`config.mk`:
```
export PLATFORM = sky130hd
export DESIGN_NAME = jtag_shift_master
export DESIGN_NICKNAME = d
export VERILOG_FILES = /design/src/rtl/jtag_shift_master.sv
export SDC_FILE = /design/constraint.sdc
export NUM_CORES = 1
export LEC_CHECK = 0
export BUFFER_PORTS_ARGS = -buffer_cell sky130_fd_sc_hd__buf_2
export CAP_MARGIN = 20
export CORE_MARGIN = 3
export CORE_UTILIZATION = 55
export CTS_CLUSTER_SIZE = 20
export DETAILED_ROUTE_END_ITERATION = 6
export PLACE_DENSITY_LB_ADDON = 0.05
export SLEW_MARGIN = 10
export SYNTH_ARGS = -nofsm -noshare
export SYNTH_HDL_FRONTEND = slang
export SYNTH_SLANG_ARGS = --single-unit
export TNS_END_PERCENT = 1
```
`constraint.sdc`:
```
create_clock -name clk_i -period 2.7 [get_ports clk_i]
set_input_delay 0.27 -clock clk_i [delete_from_list [all_inputs] [get_ports clk_i]]
set_output_delay 0.27 -clock clk_i [all_outputs]
set_load 0.005 [all_outputs]
```
`src/rtl/jtag_shift_master.sv`:
```
// Bit-serial JTAG initiator: turns packed TMS/TDI shift commands into
// TCK/TMS/TDI waveforms and returns the TDO bits captured on each TCK rise.
module jtag_shift_master #(
  parameter int unsigned CLK_DIV = 4
) (
  input  logic        clk_i,
  input  logic        rst_i,
  input  logic        cmd_valid_i,
  output logic        cmd_ready_o,
  input  logic [5:0]  cmd_len_i,
  input  logic [31:0] cmd_tms_i,
  input  logic [31:0] cmd_tdi_i,
  input  logic        trst_i,
  output logic        rsp_valid_o,
  input  logic        rsp_ready_i,
  output logic [31:0] rsp_tdo_o,
  output logic        busy_o,
  output logic        jtag_tck_o,
  output logic        jtag_tms_o,
  output logic        jtag_tdi_o,
  output logic        jtag_trst_no,
  input  logic        jtag_tdo_i
);

  typedef enum logic [1:0] {IDLE, LOW, HIGH, RESP} state_e;

  localparam logic [7:0] PHASE_LAST = 8'(CLK_DIV - 1);

  state_e      state_q, state_d;
  logic [7:0]  phase_q, phase_d;
  logic [4:0]  idx_q, idx_d;
  logic [5:0]  len_q, len_d;
  logic [31:0] tms_q, tms_d;
  logic [31:0] tdi_q, tdi_d;
  logic [31:0] cap_q, cap_d;
  logic        ready_q, ready_d;
  logic        rsp_valid_q, rsp_valid_d;
  logic        tck_q, tck_d;
  logic        tms_out_q, tms_out_d;
  logic        tdi_out_q, tdi_out_d;
  logic        trst_n_q;

  logic        accept;
  logic        handshake;
  logic        last_phase;
  logic        last_bit;
  logic [5:0]  eff_len;

  always_comb begin
    state_d     = state_q;
    phase_d     = phase_q;
    idx_d       = idx_q;
    len_d       = len_q;
    tms_d       = tms_q;
    tdi_d       = tdi_q;
    cap_d       = cap_q;
    tms_out_d   = tms_out_q;
    tdi_out_d   = tdi_out_q;

    accept      = ready_q && cmd_valid_i;
    handshake   = rsp_valid_q && rsp_ready_i;
    last_phase  = (phase_q == PHASE_LAST);
    last_bit    = ({1'b0, idx_q} == (len_q - 6'd1));
    eff_len     = (cmd_len_i > 6'd32) ? 6'd32 : cmd_len_i;

    case (state_q)
      IDLE: begin
        if (accept) begin
          tms_d   = cmd_tms_i;
          tdi_d   = cmd_tdi_i;
          len_d   = eff_len;
          idx_d   = 5'd0;
          cap_d   = 32'd0;
          phase_d = 8'd0;
          state_d = (eff_len == 6'd0) ? RESP : LOW;
        end
      end
      LOW: begin
        if (last_phase) begin
          phase_d = 8'd0;
          state_d = HIGH;
        end else begin
          phase_d = phase_q + 8'd1;
        end
      end
      HIGH: begin
        // First HIGH cycle is the edge that raises TCK, so TDO is sampled here.
        if (phase_q == 8'd0) begin
          cap_d[idx_q] = jtag_tdo_i;
        end
        if (last_phase) begin
          phase_d = 8'd0;
          if (last_bit) begin
            state_d = RESP;
          end else begin
            idx_d   = idx_q + 5'd1;
            state_d = LOW;
          end
        end else begin
          phase_d = phase_q + 8'd1;
        end
      end
      RESP: begin
        if (handshake) begin
          state_d = IDLE;
        end
      end
      default: state_d = IDLE;
    endcase

    // Pin outputs follow the registered state by one cycle.
    ready_d     = (state_d == IDLE);
    rsp_valid_d = (state_q == RESP) && !handshake;
    tck_d       = (state_q == HIGH);
    if (state_q == LOW) begin
      tms_out_d = tms_q[idx_q];
      tdi_out_d = tdi_q[idx_q];
    end
  end

  always_ff @(posedge clk_i) begin
    if (rst_i) begin
      state_q     <= IDLE;
      phase_q     <= 8'd0;
      idx_q       <= 5'd0;
      len_q       <= 6'd0;
      tms_q       <= 32'd0;
      tdi_q       <= 32'd0;
      cap_q       <= 32'd0;
      ready_q     <= 1'b0;
      rsp_valid_q <= 1'b0;
      tck_q       <= 1'b0;
      tms_out_q   <= 1'b1;
      tdi_out_q   <= 1'b0;
      trst_n_q    <= 1'b0;
    end else begin
      state_q     <= state_d;
      phase_q     <= phase_d;
      idx_q       <= idx_d;
      len_q       <= len_d;
      tms_q       <= tms_d;
      tdi_q       <= tdi_d;
      cap_q       <= cap_d;
      ready_q     <= ready_d;
      rsp_valid_q <= rsp_valid_d;
      tck_q       <= tck_d;
      tms_out_q   <= tms_out_d;
      tdi_out_q   <= tdi_out_d;
      trst_n_q    <= !trst_i;
    end
  end

  assign cmd_ready_o  = ready_q;
  assign rsp_valid_o  = rsp_valid_q;
  assign rsp_tdo_o    = cap_q;
  assign busy_o       = (state_q != IDLE);
  assign jtag_tck_o   = tck_q;
  assign jtag_tms_o   = tms_out_q;
  assign jtag_tdi_o   = tdi_out_q;
  assign jtag_trst_no = trst_n_q;

endmodule

```
Word level (Yosys, flattened, before mapping)
Index checks and enable logic that the tools add are counted.
{ "totals": {"out_inout_bits": 39, "register_bits": 123, "elab_cells": 71} }
{ "classes": {"mux": 25, "n_addsub": 3, "n_eq_ne": 9, "n_reduce_logical": 18, "order_cmp": 3} }
{ "ops": {"columns": ["cell", "count"], "rows": [
  ["$mux 32", 2],
  ["$pmux 32 s2", 1],
  ["$bwmux 32", 1],
  ["$mux 8", 2],
  ["$pmux 8 s2", 1],
  ["$mux 5", 3],
  ["$mux 2", 6],
  ["$bmux 1 s5", 2],
  ["$pmux 5 s2", 1],
  ["$add 8x1->8 const B", 1],
  ["$eq 8x2->1 const B", 1],
  ["$logic_not 8->1", 1],
  ["$pmux 2 s4", 1],
  ["$eq 5x6->1", 1],
  ["$gt 6x6->1 const B", 1],
  ["$logic_not 6->1", 1],
  ["$lt 5x6->1 const B", 1],
  ["$mux 6", 1],
  ["$reduce_bool 2->1", 3],
  ["$sub 6x1->6 const B", 1],
  ["$add 5x1->5 const B", 1],
  ["$demux 1 s5", 1],
  ["$ge 5x1->1 const B", 1],
  ["$eq 2x2->1 const B", 2],
  ["11 further kinds", 21]
]} }

Logic depth before layout (Yosys ltp)
Gate-level depths: netlist of the first run.
{ "depth": {"depth_word": 7, "ltp_mapped": 10, "mapped_depth_nobuf": 8} }

Worst setup path after synthesis of the first run
Ideal clock, no wire load.
{ "synth_path": {"kind": "register to register", "start": "reg idx_q[0]", "end": "reg tdi_out_q (netlist: jtag_tdi_o)", "path_slack_ns": 0.486, "path_stages_with_launch": 7, "path_buffers": 2, "arrival_ns": 2.084, "path_cell_list": "dfxtp_1 > buf_2 > buf_2 > mux4_2 > a22o_1 > a2111oi_0 > nor3_1"} }
{ "synth_between": {"elab_chain_len": 2} }
{ "synth_lines": {"columns": ["item", "line_no", "source"], "rows": [
  ["start: declaration", "31", "logic [4:0] idx_q, idx_d;"],
  ["start signal: assignment", "139", "idx_q <= idx_d;"],
  ["$bmux 1 s5", "117", "tdi_out_d = tdi_q[idx_q];"],
  ["$mux 1 (implied by the code)", "117", null],
  ["end signal: assignment", "148", "tdi_out_q <= tdi_out_d;"],
  ["end: declaration", "40", "logic tdi_out_q, tdi_out_d;"]
]} }
Every way passes these cells. The select of a mux whose other input is x is not followed.
A chain may end at the register's enable or synchronous reset.

Final worst setup path of the first run
{ "layout_path": {"start": "reg state_q[0]", "end": "reg cap_q[27] (netlist: rsp_tdo_o[27])"} }
{ "layout_between": {"elab_chain_len": 3, "elab_cells_between_ends": 7} }
{ "layout_lines": {"columns": ["item", "line_no", "source"], "rows": [
  ["start: declaration", "29", "state_e state_q, state_d;"],
  ["start signal: assignment", "137", "state_q <= state_d;"],
  ["$eq 2x2->1 *", null, null],
  ["net tck_d", "38", "logic tck_q, tck_d;"],
  ["$ne 2x1->1 (no source line) or $reduce_bool 2->1 (tied branches)", null, null],
  ["$reduce_and 3->1 (no source line)", null, null],
  ["end signal: assignment", "143", "cap_q <= cap_d;"],
  ["end: declaration", "35", "logic [31:0] cap_q, cap_d;"]
]} }
The timed path passes the listed nets; every way through them passes the cells marked *.

==> out/metrics.yaml, run 1 <==
std_cell_rows: 36
nets: 942
critPathCaptureType: "register"
syn_nets: 781
slew_headroom_pct: 52.6
path_class: "register to register"
ir_drop_uv: 578
start_kind: "register"
synth_cells: 694
cp.arrival_ns: 2.73
async_flop_share_pct: 0
synth-seq-area-share_pct: 44.3
viasPerCell: 5.60
placed_cell_area_sq_um: 6250
initial_utilization_pct: 56.6
final_common_cell: "nand2_1"
clk_pin_slew_ns: 0.06
gp_congestion: 0.809
busiest_layer: "met2"
dp_hpwl_um: 9580
finalSetupViolCount: 0
use_met3_pct: 7.04
fp.dieW_um: 107
clk-insertion-delay-late_ns: 0.53
dieHeight_um: 107
path_max_fanout: 36
first_global_vias: 5421
maxCapViolations: 0
htreeDepth: 4
hold-worst-slack_ns: 0.0196
cp.required_ns: 3.14
p_per_area_nw_per_um2: 785
fin_crit_sh_pct: 84.8
final_area_sq_um: 7440
detail_route.wl_per_cell_um: 15.7
cts_buffer_depth: 2
worst_slew_pin_slew_ns: 0.711
layout_setup_ws_ns: 0.410
synth_flop_cell: "dfxtp_1"
vias: 5606
ant_nets: 0
grtUsageMet2_pct: 48.3
leakage_nw: 2.94
rsz0062_at_grt: "false"
syn_to_final_growth_pct: 33.9
cts_setup_buffers: 0
final_cell_mix: "nand2_1 (182), a21oi_1 (147), dfxtp_1 (123)"
grt_overflow_total: 0
fmax_mhz: 437
drc_errors: 0
status: "finished, final reports clean"
n_antenna_cell: 0
grtUsageMet1_pct: 35.2
root_buffer: "clkbuf_8"
final_hold_viol_count: 0
final_util_pct: 75.8
drv_slew: 0
dr.pass1.iters: 6
synth_area_sq_um: 5560
grt_start_max_net_pins: 72
dp_slack_ns: 0.447
drt_iter0_markers: 403
cts_buffers: 17
grtUsageTotal_pct: 28.5
cts.sinks: 123
port-buffer-count: 114
fill_cells: 730
holdCritPathClass: "primary input to register"
fp.dieArea_sq_um: 11300
yosysWarnings: 0
antenna_found_initial: 0
coreArea_sq_um: 9820
synth_cell_types: 48
wirelength_um: 15800
grt_pass1_wl_um: 25800
yosys_register_bits: 123
cts_tree: "yes"
synth-edff-count: 0
fin_skew_ns: 0.00493
setup_tns_ns: 0
io_pins: 115
timing.final.crit_period_ns: 2.29
syn_area_per_cell_sq_um: 8.01
drive_gt1_share_pct: 21.2
[path summary, 6_finish.rpt]
path | startpoint | endpoint | slack [ns] | depth (start not counted)
max | state_q[0] | rsp_tdo_o[27] | 0.41 | 9
min | cmd_tdi_i[20] | tdi_q[20] | 0.02 | 3
max reg2reg | state_q[0] | rsp_tdo_o[27] | 0.41 | 9
min reg2reg | tdi_q[6] | tdi_q[6] | 0.45 | 2
[power breakdown]
group	switching (mW)	total (mW)	internal [mW]	leakage (nW)
sequential	0.122	2.14	2.02	0.997
combinational	0.922	1.47	0.552	1.65
clock	0.789	2.22	1.43	0.289
total	1.83	5.84	4.01	2.94
[flip-flops by register name, indices dropped and copies added (netlist names), 2 cells and up]
name	flops
tdi_q	32
len_q	6
rsp_tdo_o	32
idx_q	5
tms_q	32
state_q	2
phase_q	8
[through the flow]
| stage | std cells | power, mW |
|---|---|---|
| finish | 1001 | 5.84 |
| global route | 1001 | 6.14 |
| CTS | 1001 | 5.83 |
| detailed placement | 908 | 3.54 |
| global placement | 908 | 3.49 |
| floorplan | 694 | 3.16 |
[worst max-delay path: stages, from the launching register on]
cell     delay [ns]
dfxtp_1        0.37
inv_1          0.10
ha_1           0.32
inv_1          0.15
buf_4          0.35
o21ai_1        0.22
nor3_1         0.30
buf_4          0.18
nand2_1        0.04
a21oi_1        0.16
[cells by family (layout without fill, tap and decap cells)]
group | after synthesis | in the layout | synth area share, %
mux | 18 | 18 | 6.86
compound gates | 212 | 212 | 20.7
simple gates | 249 | 249 | 19.0
flops | 123 | 123 | 44.3
xor+xnor | 12 | 12 | 1.89
buf+inv | 69 | 243 | 4.79
fa+ha+maj | 11 | 11 | 2.48
[cell usage after synthesis (2+ instances only)]
cell type  count  share of area [%]
nand2_1      182                 12
a21oi_1      147                 13
dfxtp_1      123                 44
clkbuf_1      39                2.6
o21ai_0       37                3.3
nor2_1        19                1.3
inv_1         16                1.1
mux4_2        16                6.5
ha_1          11                2.5
nor3_1        10               0.90
xnor2_1        9                1.4
buf_1          8               0.54
nand3_1        6               0.54
nand3b_1       6               0.81
buf_2          5               0.45
nand4_1        5               0.56
and3_1         4               0.45
a21o_1         3               0.41
a22o_1         3               0.47
a22oi_1        3               0.41
and3b_1        3               0.47
or3_1          3               0.34
xor2_1         3               0.47
a2111oi_0      2               0.32
a31oi_1        2               0.23
and2_1         2               0.23
nor2b_1        2               0.23
nor3b_1        2               0.27
nor4_1         2               0.23
o21ai_1        2               0.18
or4_1          2               0.27
[routing by layer]
layer | wire [um] | vias up
met4 | 335 | 0
met5 | 0 | -
met1 | 6610 | 2657
li1 | - | 2718
met2 | 7850 | 195
met3 | 950 | 36
[final cells by class]
cell class,count,area (sq um),share of cell area [%]
Clock inverter,6,83.8,1.13
Timing Repair Buffer,195,1330,17.9
Clock buffer,26,498,6.69
Tap cell,133,166,2.24
Multi-Input combinational cell,502,2840,38.1
Sequential cell,123,2460,33.1
Inverter,16,60.1,0.807
[what timing repair did]
item / 4_1_cts / 5_1_grt
setup endpoints to repair: 0 / 0
endpoints found under the hold margin: 61 / 0
hold buffers: 61 / 0
resized for setup: 0 / 0
(Power assumes the default switching activity.)
==> run 2, diff against run 1 <==
==> constraint.sdc (replaced) <==
create_clock -name clk_i -period 2.2 [get_ports clk_i]
set_input_delay 0.22 -clock clk_i [delete_from_list [all_inputs] [get_ports clk_i]]
set_output_delay 0.22 -clock clk_i [all_outputs]
set_load 0.005 [all_outputs]
==> out/metrics.yaml, run 2 (synthesis results as in run 1) <==
viasPerCell: 5.49  # -2.0%
grtUsageTotal_pct: 28.1  # -0.41 points
power_mw: 7.02  # +20%
first_global_vias: 5449  # +0.52%
p_per_area_nw_per_um2: 918  # +17%
status: "finished, final reports clean"
cts.sinks: 123  # unchanged
vias: 5628  # +0.39%
leakage_nw: 3.03  # +3.1%
antenna_found_initial: 0  # unchanged
ir_drop_uv: 547  # -5.4%
fin_crit_sh_pct: 96.5  # +12 points
cts_setup_buffers: 0  # unchanged
initial_utilization_pct: 56.6  # unchanged
final_area_sq_um: 7660  # +2.9%
fp.dieW_um: 107  # unchanged
slew_headroom_pct: 53.6  # +0.96 points
dr.pass1.iters: 5  # -1
fin_skew_ns: 0.00910  # +0.00417 ns
wirelength_um: 15900  # +0.89%
holdCritPathClass: "primary input to register"
ant_nets: 0  # unchanged
dieHeight_um: 107  # unchanged
timing.final.crit_period_ns: 2.12  # -0.167 ns
fill_cells: 698  # -4.4%
intPower_mw: 4.71  # +18%
port-buffer-count: 114  # unchanged
grt_pass1_wl_um: 25600  # -0.64%
clk-insertion-delay-late_ns: 0.52  # about the same
drt_iter0_markers: 347  # -14%
root_buffer: "clkbuf_8"
swShare_pct: 33.0  # +1.6 points
path_max_fanout: 7  # -81%
htreeDepth: 4  # unchanged
drv_slew: 0  # unchanged
layout_setup_ws_ns: 0.0768  # -0.333 ns
p_sw_mw: 2.32  # +26%
start_kind: "register"
nets: 966  # +2.5%
pwr-share-clk_pct: 35.3  # -2.8 points
seqPwrFrac_pct: 37.6  # +0.9 points
grt_start_max_net_pins: 72  # unchanged
final_common_cell: "nand2_1"
path_class: "register to register"
cts_tree: "yes"
io_pins: 115  # unchanged
finalSetupViolCount: 0  # unchanged
coreArea_sq_um: 9820  # unchanged
final_util_pct: 78.0  # +2.2 points
detail_route.wl_per_cell_um: 15.5  # -1.5%
drc_errors: 0  # unchanged
cts_buffers: 17  # unchanged
dp_slack_ns: -0.0425  # -0.489 ns
syn_to_final_growth_pct: 37.7
worst_slew_pin_slew_ns: 0.697  # -0.0144 ns
cts_buffer_depth: 2  # unchanged
rsz0062_at_grt: "true"
fmax_mhz: 471  # +7.9%
comb_power_share_pct: 27.2  # +2.0 points
placed_cell_area_sq_um: 6390  # +2.3%
fp.dieArea_sq_um: 11300  # unchanged
drive_gt1_share_pct: 23.3  # +2.1 points
grt_overflow_total: 0  # unchanged
final_hold_viol_count: 0  # unchanged
final_cell_mix: "nand2_1 (182), a21oi_1 (147), dfxtp_1 (121)"
cp.arrival_ns: 2.54  # -0.19 ns
dp_hpwl_um: 9640  # +0.68%
gp_congestion: 0.811  # +0.36%
clk_pin_slew_ns: 0.06  # about the same
cp.required_ns: 2.62  # -0.52 ns
std_cell_rows: 36  # unchanged
n_antenna_cell: 0  # unchanged
critPathCaptureType: "register"
maxCapViolations: 0  # unchanged
-- run 2: through the flow --
| step | hold slack (ns) | std cells | TNS, ns |
|---|---|---|---|
| global route | 0.125 | 1025 | -0.0481 |
| detailed placement | 0.385 | 922 | -0.0425 |
| floorplan | 0.292 | 694 | 0 |
| CTS | 0.0831 | 1025 | 0 |
| global placement | 0.379 | 922 | 0 |
| finish | 0.0950 | 1025 | 0 |
-- run 2: worst max-delay path: stages (launching register included) --
cell,delay [ns]
dfxtp_1,0.37
or4_1,0.50
or3_1,0.36
o311a_1,0.16
a211oi_2,0.20
o21ai_1,0.14
a2111oi_2,0.29
-- run 2: what timing repair did --
action / 4_1_cts / 5_1_grt
hold buffers: 71 / 0
pin swaps: 1 / 2
resized for setup: 2 / 8
gates cloned: 0 / 0
endpoints found under the hold margin: 71 / 0
setup endpoints to repair: 1 / 37
-- run 2: final cells by class --
| class | instances | area [sq um] | area share, % |
|---|---|---|---|
| multi-input cells | 502 | 2860 | 37.3 |
| flip-flops and latches | 123 | 2460 | 32.2 |
| repair buffers | 219 | 1580 | 20.6 |
| clock buffers | 19 | 422 | 5.51 |
| well taps | 133 | 166 | 2.17 |
| clock inverters | 13 | 104 | 1.36 |
| inverters | 16 | 60.1 | 0.784 |
-- run 2: metal layers --
| layer | part of all wire (%) | GRT usage (%) | wire, um | vias to the layer above |
|---|---|---|---|---|
| met5 | 0 | 0 | 0 | - |
| met4 | 2.0 | 10.2 | 319 | 0 |
| met3 | 6.0 | 6.31 | 951 | 35 |
| met2 | 51 | 49.2 | 8150 | 204 |
| met1 | 41 | 33.9 | 6470 | 2636 |
| li1 | - | - | - | 2753 |
-- run 2: path summary, 6_finish.rpt --
kind | startpoint | endpoint | slack [ns] | depth (start not counted)
worst min register to register | tms_q[23] | tms_q[23] | 0.45 | 2
worst max register to register | len_q[2] | cmd_ready_o | 0.08 | 6
worst max-delay path | len_q[2] | cmd_ready_o | 0.08 | 6
worst min-delay path | rsp_ready_i | rsp_valid_o | 0.1 | 3
-- run 2: power groups by stage --
stage          clock [mW]  sequential (mW)  combinational [mW]
3_3_place_gp            0             2.66                1.69
3_5_place_dp            0             2.67                1.74
6_report             2.48             2.64                1.91
2_1_floorplan           0             2.63                1.25
4_1_cts              2.49             2.63                1.85
5_1_grt              2.59             2.66                2.14
